===== src/rtl/square_motion_ctrl_if.sv =====
// Byte-stream handshake from the UART receiver into the square motion controller.
interface square_motion_ctrl_if;
  logic       rx_wr;
  logic [7:0] rx_data;

  modport master (output rx_wr, output rx_data);
  modport slave  (input  rx_wr, input  rx_data);
endinterface


===== src/rtl/square_motion_ctrl.sv =====
// Keyboard-driven square mover: parses single keys and ANSI arrow sequences, steps the square per tick.
// Define SQUARE_WRAP_EN to wrap at screen edges instead of clamping and stopping.
//
// state    | meaning
// ---------+--------------------------------------------------
// ST_IDLE  | waiting for a command byte or an ESC
// ST_ESC   | ESC received, expecting '[' (timer running)
// ST_CSI   | ESC '[' received, expecting A/B/C/D (timer running)
module square_motion_ctrl #(
  parameter int H_RES       = 640,
  parameter int V_RES       = 480,
  parameter int SQUARE_SIZE = 18,
  parameter int TICK_DIV    = 310000,
  parameter int HOLE_X      = 300,
  parameter int HOLE_Y      = 198,
  parameter int HOLE_SIZE   = 20,
  parameter int INIT_X      = 0,
  parameter int INIT_Y      = 200,
  parameter int ESC_TIMEOUT = 65535
) (
  input  logic                 i_clk,
  input  logic                 i_rst,
  square_motion_ctrl_if.slave  i_rx,
  output logic [9:0]           o_pos_x,
  output logic [9:0]           o_pos_y,
  output logic [2:0]           o_dir,
  output logic                 o_win,
  output logic [7:0]           o_last_byte,
  output logic                 o_move_tick
);

  localparam int TW = (TICK_DIV > 1) ? $clog2(TICK_DIV) : 1;
  localparam int EW = $clog2(ESC_TIMEOUT + 1);

  localparam logic [TW-1:0] TICK_LAST = TW'(TICK_DIV - 1);
  localparam logic [EW-1:0] ESC_LAST  = EW'(ESC_TIMEOUT);
  localparam logic [10:0]   X_MAX     = 11'(H_RES - SQUARE_SIZE);
  localparam logic [10:0]   Y_MAX     = 11'(V_RES - SQUARE_SIZE);
  localparam logic [9:0]    X_INIT    = 10'(INIT_X);
  localparam logic [9:0]    Y_INIT    = 10'(INIT_Y);

  localparam logic [2:0] DIR_STOP  = 3'd0;
  localparam logic [2:0] DIR_RIGHT = 3'd1;
  localparam logic [2:0] DIR_LEFT  = 3'd2;
  localparam logic [2:0] DIR_UP    = 3'd3;
  localparam logic [2:0] DIR_DOWN  = 3'd4;

  typedef enum logic [1:0] {ST_IDLE, ST_ESC, ST_CSI} state_t;

  state_t          r_state, w_state_nxt;
  logic            r_wr_d;
  logic [TW-1:0]   r_tick_cnt;
  logic [EW-1:0]   r_esc_tmr;
  logic [9:0]      r_pos_x, r_pos_y;
  logic [2:0]      r_dir;
  logic            r_win;
  logic [7:0]      r_last_byte;
  logic            r_move_tick;

  logic            w_accept, w_wrap, w_esc_timeout;
  logic            w_plain, w_cmd_valid, w_restart;
  logic [2:0]      w_cmd_dir;
  logic [10:0]     w_x_inc, w_x_dec, w_y_inc, w_y_dec;
  logic [9:0]      w_x_nxt, w_y_nxt;
  logic            w_stop;
  logic [10:0]     w_x_end, w_y_end;
  logic            w_in_hole;

  // Rising-edge detect; r_wr_d resets high so a level held through reset is ignored.
  assign w_accept      = i_rx.rx_wr & ~r_wr_d;
  assign w_wrap        = (r_tick_cnt == TICK_LAST);
  assign w_esc_timeout = (r_state != ST_IDLE) && (r_esc_tmr == ESC_LAST);

  always_ff @(posedge i_clk) begin
    if (i_rst) r_state <= ST_IDLE;
    else       r_state <= w_state_nxt;
  end

  always_comb begin
    w_state_nxt = r_state;
    w_plain     = 1'b0;
    w_cmd_valid = 1'b0;
    w_cmd_dir   = DIR_STOP;
    w_restart   = 1'b0;
    case (r_state)
      ST_IDLE: if (w_accept) w_plain = 1'b1;
      ST_ESC: begin
        if (w_accept) begin
          if (i_rx.rx_data == 8'h5B) w_state_nxt = ST_CSI;
          else begin
            w_state_nxt = ST_IDLE;
            w_plain     = 1'b1;
          end
        end else if (w_esc_timeout) w_state_nxt = ST_IDLE;
      end
      ST_CSI: begin
        if (w_accept) begin
          w_state_nxt = ST_IDLE;
          case (i_rx.rx_data)
            8'h41: begin w_cmd_valid = 1'b1; w_cmd_dir = DIR_UP;    end
            8'h42: begin w_cmd_valid = 1'b1; w_cmd_dir = DIR_DOWN;  end
            8'h43: begin w_cmd_valid = 1'b1; w_cmd_dir = DIR_RIGHT; end
            8'h44: begin w_cmd_valid = 1'b1; w_cmd_dir = DIR_LEFT;  end
            default: ;
          endcase
        end else if (w_esc_timeout) w_state_nxt = ST_IDLE;
      end
      default: w_state_nxt = ST_IDLE;
    endcase
    if (w_plain) begin
      case (i_rx.rx_data)
        8'h1B:        w_state_nxt = ST_ESC;
        8'h64, 8'h43: begin w_cmd_valid = 1'b1; w_cmd_dir = DIR_RIGHT; end
        8'h61, 8'h44: begin w_cmd_valid = 1'b1; w_cmd_dir = DIR_LEFT;  end
        8'h77, 8'h41: begin w_cmd_valid = 1'b1; w_cmd_dir = DIR_UP;    end
        8'h73, 8'h42: begin w_cmd_valid = 1'b1; w_cmd_dir = DIR_DOWN;  end
        8'h20:        begin w_cmd_valid = 1'b1; w_cmd_dir = DIR_STOP;  end
        8'h72:        w_restart = 1'b1;
        default: ;
      endcase
    end
  end

  always_ff @(posedge i_clk) begin
    if (i_rst)                                         r_esc_tmr <= '0;
    else if (w_accept || r_state == ST_IDLE || w_esc_timeout) r_esc_tmr <= '0;
    else                                               r_esc_tmr <= r_esc_tmr + 1'b1;
  end

  // Steps are computed 11 bits wide so a decrement below zero shows up in bit 10.
  always_comb begin
    w_x_inc = {1'b0, r_pos_x} + 11'd1;
    w_x_dec = {1'b0, r_pos_x} - 11'd1;
    w_y_inc = {1'b0, r_pos_y} + 11'd1;
    w_y_dec = {1'b0, r_pos_y} - 11'd1;
    w_x_nxt = r_pos_x;
    w_y_nxt = r_pos_y;
    w_stop  = 1'b0;
    case (r_dir)
      DIR_RIGHT:
        if (w_x_inc > X_MAX) begin
`ifdef SQUARE_WRAP_EN
          w_x_nxt = 10'd0;
`else
          w_stop  = 1'b1;
`endif
        end else w_x_nxt = w_x_inc[9:0];
      DIR_LEFT:
        if (w_x_dec[10]) begin
`ifdef SQUARE_WRAP_EN
          w_x_nxt = X_MAX[9:0];
`else
          w_stop  = 1'b1;
`endif
        end else w_x_nxt = w_x_dec[9:0];
      DIR_DOWN:
        if (w_y_inc > Y_MAX) begin
`ifdef SQUARE_WRAP_EN
          w_y_nxt = 10'd0;
`else
          w_stop  = 1'b1;
`endif
        end else w_y_nxt = w_y_inc[9:0];
      DIR_UP:
        if (w_y_dec[10]) begin
`ifdef SQUARE_WRAP_EN
          w_y_nxt = Y_MAX[9:0];
`else
          w_stop  = 1'b1;
`endif
        end else w_y_nxt = w_y_dec[9:0];
      default: ;
    endcase
  end

  assign w_x_end   = {1'b0, r_pos_x} + 11'(SQUARE_SIZE);
  assign w_y_end   = {1'b0, r_pos_y} + 11'(SQUARE_SIZE);
  assign w_in_hole = ({1'b0, r_pos_x} >= 11'(HOLE_X)) && (w_x_end <= 11'(HOLE_X + HOLE_SIZE)) &&
                     ({1'b0, r_pos_y} >= 11'(HOLE_Y)) && (w_y_end <= 11'(HOLE_Y + HOLE_SIZE));

  always_ff @(posedge i_clk) begin
    if (i_rst) begin
      r_wr_d      <= 1'b1;
      r_tick_cnt  <= '0;
      r_pos_x     <= X_INIT;
      r_pos_y     <= Y_INIT;
      r_dir       <= DIR_STOP;
      r_win       <= 1'b0;
      r_last_byte <= 8'h00;
      r_move_tick <= 1'b0;
    end else begin
      r_wr_d      <= i_rx.rx_wr;
      r_move_tick <= w_wrap & ~w_restart;
      if (w_accept) r_last_byte <= i_rx.rx_data;
      if (w_restart) begin
        r_tick_cnt <= '0;
        r_pos_x    <= X_INIT;
        r_pos_y    <= Y_INIT;
        r_dir      <= DIR_STOP;
        r_win      <= 1'b0;
      end else begin
        r_tick_cnt <= w_wrap ? '0 : r_tick_cnt + 1'b1;
        // Once in the hole the square is frozen until restart.
        if (r_win || w_in_hole) begin
          r_win <= 1'b1;
          r_dir <= DIR_STOP;
        end else begin
          if (w_wrap) begin
            r_pos_x <= w_x_nxt;
            r_pos_y <= w_y_nxt;
            if (w_stop) r_dir <= DIR_STOP;
          end
          if (w_cmd_valid) r_dir <= w_cmd_dir;
        end
      end
    end
  end

  assign o_pos_x     = r_pos_x;
  assign o_pos_y     = r_pos_y;
  assign o_dir       = r_dir;
  assign o_win       = r_win;
  assign o_last_byte = r_last_byte;
  assign o_move_tick = r_move_tick;

endmodule


===== src/flat_wrapper.sv =====
// flat-port wrapper written by rule: the top's interface ports become plain ports
module square_motion_ctrl_flat 
#(
  parameter int H_RES       = 640,
  parameter int V_RES       = 480,
  parameter int SQUARE_SIZE = 18,
  parameter int TICK_DIV    = 310000,
  parameter int HOLE_X      = 300,
  parameter int HOLE_Y      = 198,
  parameter int HOLE_SIZE   = 20,
  parameter int INIT_X      = 0,
  parameter int INIT_Y      = 200,
  parameter int ESC_TIMEOUT = 65535
)
  (i_clk, i_rst, o_pos_x, o_pos_y, o_dir, o_win, o_last_byte, o_move_tick, i_rx_rx_wr, i_rx_rx_data);
  square_motion_ctrl_if i_rx_i ();
  input  logic i_clk;
  input  logic i_rst;
  output logic [9:0] o_pos_x;
  output logic [9:0] o_pos_y;
  output logic [2:0] o_dir;
  output logic o_win;
  output logic [7:0] o_last_byte;
  output logic o_move_tick;
  input wire logic [$bits(i_rx_i.rx_wr)-1:0] i_rx_rx_wr;
  input wire logic [$bits(i_rx_i.rx_data)-1:0] i_rx_rx_data;
  assign i_rx_i.rx_wr = i_rx_rx_wr;
  assign i_rx_i.rx_data = i_rx_rx_data;
  square_motion_ctrl #(.H_RES(H_RES), .V_RES(V_RES), .SQUARE_SIZE(SQUARE_SIZE), .TICK_DIV(TICK_DIV), .HOLE_X(HOLE_X), .HOLE_Y(HOLE_Y), .HOLE_SIZE(HOLE_SIZE), .INIT_X(INIT_X), .INIT_Y(INIT_Y), .ESC_TIMEOUT(ESC_TIMEOUT)) u_core (.i_clk(i_clk), .i_rst(i_rst), .i_rx(i_rx_i), .o_pos_x(o_pos_x), .o_pos_y(o_pos_y), .o_dir(o_dir), .o_win(o_win), .o_last_byte(o_last_byte), .o_move_tick(o_move_tick));
endmodule

===== config.mk =====
export PLATFORM = sky130hd
export DESIGN_NAME = square_motion_ctrl_flat
export DESIGN_NICKNAME = d
export VERILOG_FILES = /design/src/rtl/square_motion_ctrl_if.sv /design/src/rtl/square_motion_ctrl.sv /design/src/flat_wrapper.sv
export SDC_FILE = /design/constraint.sdc
export NUM_CORES = 1
export LEC_CHECK = 0
export BUFFER_PORTS_ARGS = -buffer_cell sky130_fd_sc_hd__clkbuf_2
export CAP_MARGIN = 40
export CORE_ASPECT_RATIO = 1.1
export CORE_UTILIZATION = 35
export CTS_CLUSTER_DIAMETER = 60
export DETAILED_ROUTE_END_ITERATION = 10
export HOLD_SLACK_MARGIN = 0.05
export PLACE_DENSITY_LB_ADDON = 0.1
export RECOVER_POWER = 25
export SYNTH_ARGS = -nofsm -noshare
export SYNTH_HDL_FRONTEND = slang
export SYNTH_SLANG_ARGS = --single-unit

===== constraint.sdc =====
create_clock -name i_clk -period 2.65 [get_ports i_clk]
set_input_delay 0.265 -clock i_clk [delete_from_list [all_inputs] [get_ports i_clk]]
set_output_delay 0.265 -clock i_clk [all_outputs]
set_load 0.01 [all_outputs]

# Word-level counts from Yosys, hierarchy flattened
# Cells that the tools add are included.
# classes
add_sub_neg,8
order_cmp,6
n_eq_ne,24
muxes,37
bitwise,5
n_reduce_logical,26
# op_table
cell,n
$eq 8x7->1 const B,10
$mux 10,4
$pmux 10 s2,2
$add 10x1->11 const B,2
$add 10x5->11 const B,2
$sub 10x1->11 const B,2
$add 19x1->19 const B,1
$eq 19x19->1 const B,1
$mux 3,6
$add 16x1->16 const B,1
$eq 16x16->1 const B,1
$pmux 3 s5,1
$mux 1,14
$mux 2,6
$pmux 3 s4,1
$reduce_or 2->1,6
$gt 11x10->1 const B,1
$gt 11x9->1 const B,1
$le 11x8->1 const B,1
$le 11x9->1 const B,1
$ge 10x8->1 const B,1
$ge 10x9->1 const B,1
$reduce_and 5->1,2
$reduce_bool 2->1,5
other kinds (20),33
# word_totals
regBits,71
input_bits,11
output_inout_bits,33
elab_cells,116

# Depth between registers and ports, before layout
# depth
ltp_word,9
mapped_depth,12
depth_no_buf,9

# Worst setup path after synthesis
# Ideal clock, no wire load.
# synth_path
path_kind,flip-flop to flip-flop
startpoint,"register u_core.r_pos_y[0], in the netlist u_core.o_pos_y[0]"
endpoint,"register u_core.r_pos_x[5], in the netlist u_core.o_pos_x[5]"
setup_ns,0.070
t_arrival_ns,2.568
t_required_ns,2.580
slack_ns,0.011
stages_incl_launch_ff,12
n_path_buf,2
synth_period_minus_slack_ns,2.639
cell_sequence,dfxtp_1 clkbuf_1 inv_1 ha_1 nor2b_1 o221a_2 a211o_1 o221ai_1 o211ai_2 buf_4 or4_1 a21oi_1
# synth_between
elab_chain_len,6
elab_cells_between_ends,8
classes_between,add/sub (1); order compare (2); bitwise (1); reduce/logical (4)
# synth_lines
item,line_no,rtl
"start, declared",square_motion_ctrl.sv:54,"logic [9:0] r_pos_x, r_pos_y;"
"start signal, assigned",square_motion_ctrl.sv:210,r_pos_y <= w_y_nxt;
$add 10x5->11 or $ge 10x8->1 (tied branches),"square_motion_ctrl.sv:177, square_motion_ctrl.sv:179",
$le 11x8->1 or $logic_and 1x1->1 (tied branches),"square_motion_ctrl.sv:179, square_motion_ctrl.sv:178",
$logic_and 1x1->1 *,square_motion_ctrl.sv:179,"({1'b0, r_pos_y} >= 11'(HOLE_Y)) && (w_y_end <= 11'(HOLE_Y + HOLE_SIZE));"
$logic_or 1x1->1 *,square_motion_ctrl.sv:204,if (r_win || w_in_hole) begin
$not 1->1 (no line) *,-,
$reduce_and 5->1 (no line) *,-,
"end signal, assigned",square_motion_ctrl.sv:209,r_pos_x <= w_x_nxt;
"end, declared",square_motion_ctrl.sv:54,
# Mark *: on every way between the ends. The rest lies on a longest branch, timed or not.
# A chain may end at the register's enable or synchronous reset.

# Worst setup path after layout
# layout_path
startpoint,"register u_core.r_pos_x[1], in the netlist u_core.o_pos_x[1]"
endpoint,"register u_core.r_pos_x[2], in the netlist u_core.o_pos_x[2]"
# layout_between
elab_chain_len,8
elab_cells_between_ends,17
classes_between,add/sub (3); order compare (3); eq/ne (2); mux (3); bitwise (1); reduce/logical (5)
# layout_lines
item,line_no,rtl
$add 10x5->11,square_motion_ctrl.sv:176,"assign w_x_end = {1'b0, r_pos_x} + 11'(SQUARE_SIZE);"
$le 11x9->1,square_motion_ctrl.sv:178,"assign w_in_hole = ({1'b0, r_pos_x} >= 11'(HOLE_X)) && (w_x_end <= 11'(HOLE_X + HOLE_SIZE)) &&"
$logic_and 1x1->1 (2 in series),square_motion_ctrl.sv:178,
$logic_and 1x1->1,square_motion_ctrl.sv:179,
$logic_or 1x1->1,square_motion_ctrl.sv:204,
$not 1->1 (no line),-,
$reduce_and 5->1 (no line),-,
# Several ways; a longest one is shown, not always the timed one. The select of a mux whose other input is x is not followed.

==> reports/results.tsv <==
stage	metric	value	unit
run_status	status	completed	
power	p_clk_frac	0.490	
run	cap_violations	0	
timing	min_period_over_period	0.969	
final_layout	layout.cells.non_filler	848	
final_layout	utilization	0.421	
cts	cts.sinks	71	
routing	dr.first_iter.drc_count	302	
floorplan	row_count	44	
synthesis	synthFlopType	dfxtp_1	
routing	wl_per_cell	14.8	µm
synthesis	yosysUniqueCellTypes	81	
power	p_comb_frac	0.036	
timing	fin_skew	8.51	ps
cts	clockRootBuffer	clkbuf_16	
synthesis	yosys_warnings	0	
global_routing	track_usage	0.180	
final_layout	diodes	0	
place	io_buffers	43	
synthesis	synth_edf_count	0	
power	intPower	1760	µW
critical_path	startpoint_type	register	
timing	slew_violations	0	
critical_path	critPathArrivalTime	2830	ps
critical_path	crit_type	register to register	
power	max-vdd-ir-drop	303	µV
routing	first_pass_iters	4	
floorplan	fp.coreArea	13300	µm²
critical_path	path_max_fanout	8	
synthesis	syn_area	4810	µm²
critical_path	cp-end-kind	register	
final_layout	final_area	5610	µm²
timing	hold_viol	0	
final_layout	final_nets	690	
global_routing	grt-ovfl-total	0	
global_routing	grt_pass1_wl	20800	µm
final_layout	ff_latch_area	1430	µm²
synthesis	avgSynthCellArea	7.91	µm²
power	p_seq_frac	0.474	
routing	routed_wl	12600	µm
cts	worstSkewPairLatency	330	ps
final_layout	multi_input_area	3120	µm²
timing	min_period	2570	ps
synthesis	synthCells	608	
routing	via_per_inst	5.39	
cts	clkTransAtPathRegs	60	ps
cts	cts_tree	built	
place	place_area	5310	µm²
floorplan	start_util	0.361	
synthesis	syn_nets	638	
global_routing	grt_max_degree	19	
place	place.detailed.instances	832	
cts	htreeDepth	3	
routing	drc	0	
min_path	hp-class	input pin to register	
cts	cts_buffers	9	
timing	slew-limit-headroom	0.496	
power	swShare	0.230	
timing	rsz0062_at_grt	true	
timing	fmax	389	MHz
final_layout	fillCellCount	1432	
place	gp_congestion	0.873	
routing	antenna_left	0	
final_layout	drive_above_1_share	0.185	
synthesis	synth-seq-cells	71	
power	powerDensity	406	nW/µm²
timing	finalSetupViolations	0	
critical_path	crit_required	2910	ps
routing	vias	4574	
floorplan	ios	44	
global_routing	grt_pass1_vias	4229	
power	p_sw	526	µW
global_routing	grt_antenna_before_repair	0	
final_layout	syn_to_final_growth	16.8	%
synthesis	ys_seq_area_frac	0.296	
floorplan	die_y	125	µm
floorplan	dieArea	14200	µm²
synthesis	ys_async_sr_fraction	0	
cts	cts_hold_buf	0	
cts	cts_buffer_depth	2	
floorplan	die_w	114	µm
power	leakage	0.00202	µW
place	dp_hpwl	9320	µm
timing	tightestPinTransition	749	ps
[path summary, 6_finish.rpt]
| kind | start | end | slack [ps] | cells past startpoint |
|---|---|---|---|---|
| max | u_core.o_pos_x[1]$_SDFFE_PP0P_ | u_core.o_pos_x[2]$_SDFFE_PP0P_ | 80 | 9 |
| min | i_rx_rx_wr | u_core.r_wr_d$_SDFF_PP1_ | 150 | 2 |
| max reg2reg | u_core.o_pos_x[1]$_SDFFE_PP0P_ | u_core.o_pos_x[2]$_SDFFE_PP0P_ | 80 | 9 |
| min reg2reg | u_core.r_tick_cnt[0]$_SDFF_PP0_ | u_core.r_tick_cnt[0]$_SDFF_PP0_ | 450 | 1 |
[through the flow]
stage	hold slack, ps	setup WS, ps	total power, µW	TNS (ps)
floorplan	369	11.3	1160	0
global placement	434	70.6	1190	0
detailed placement	440	6.71	1190	0
CTS	136	23.3	2320	0
global route	154	-29.8	2370	-97.7
finish	148	81.8	2280	0
[worst max-delay path, cell delays in order (launching register included)]
cell,delay [ps]
dfxtp_2,350
ha_2,220
and4_1,270
a311oi_1,310
a31oi_1,80
o211ai_1,230
o211ai_2,150
buf_4,190
or4_1,500
a21oi_1,170
[cell families (layout without fill, tap and decap cells)]
family	after synthesis	after routing	synth area share
adder cells (fa/ha/maj)	19	19	0.0495
multiplexers	4	4	0.00937
AO/OA/AOI/OAI	138	138	0.198
buffers and inverters	60	116	0.0632
flip-flops	71	71	0.296
XOR/XNOR	41	41	0.0747
AND/OR/NAND/NOR	275	275	0.309
[sequential cells by signal (all words and copies together) (netlist names)]
name / cells
u_core.o_last_byte: 8
u_core.o_dir: 3
u_core.r_wr_d: 1
u_core.o_pos_y: 10
u_core.o_move_tick: 1
u_core.o_win: 1
u_core.o_pos_x: 10
u_core.r_esc_tmr: 16
u_core.r_state: 2
u_core.r_tick_cnt: 19
[placed cells by master (no fill, tap or decap), types with 13 or more instances in the layout]
cell | netlist | routed
a21oi_1 | 47 | 46
and3_1 | 17 | 17
buf_4 | 5 | 40
clkbuf_1 | 17 | 19
clkbuf_2 | 1 | 25
dfxtp_1 | 71 | 66
ha_1 | 19 | 15
inv_1 | 16 | 15
nand2_1 | 49 | 49
nand3_1 | 37 | 37
nand4_1 | 13 | 13
nor2_1 | 67 | 67
nor3_1 | 15 | 15
o31ai_1 | 17 | 17
or4_1 | 13 | 13
xnor2_1 | 22 | 22
xor2_1 | 19 | 19
[final cells by class]
cell class | instances | share of cell area
tap | 184 | 0.0410
multi-input combinational | 477 | 0.556
sequential | 71 | 0.254
timing repair buffer | 84 | 0.0885
inverter | 17 | 0.0114
clock inverter | 5 | 0.00624
clock buffer | 10 | 0.0426
[Yosys cell counts, types with 5 or more instances]
cell type,number,share of area
ha_1,19,0.049
a31oi_1,10,0.013
nor2b_1,6,0.0078
nand2_1,49,0.038
and3_1,17,0.022
dfxtp_1,71,0.30
or3_1,7,0.0091
and4_1,5,0.0091
xnor2_1,22,0.040
nor3_1,15,0.016
nand3_1,37,0.039
inv_1,16,0.012
buf_2,15,0.016
or4_1,13,0.020
clkbuf_1,17,0.013
xor2_1,19,0.035
a21oi_1,47,0.049
nand2b_1,6,0.0078
nand4_1,13,0.017
o21ai_0,12,0.012
nor2_1,67,0.052
and2_1,5,0.0065
buf_4,5,0.0078
a21boi_0,6,0.0094
o31ai_1,17,0.027
[power by group through the flow]
stage               clock network (µW)  logic, µW  registers (µW)
finish                            1120       81.3            1080
global route                      1190       89.0            1080
CTS                               1160       83.3            1080
detailed placement                   0       83.1            1110
global placement                     0       80.7            1100
floorplan                            0       55.1            1110
[routing by layer]
layer  GRT usage  routed length (µm)  vias up
li1            -                   -     2314
met1       0.238                5840     2163
met2       0.299                6070       84
met3      0.0321                 515       13
met4      0.0480                 130        0
met5           0                   0        -
[repair_timing]
action / CTS / global route
endpoints found under the setup margin: 2 / 15
gates resized for setup: 2 / 15
pin swaps: 0 / 1
buffers inserted: 0 / 1
Power figures use the tool's default switching activity.
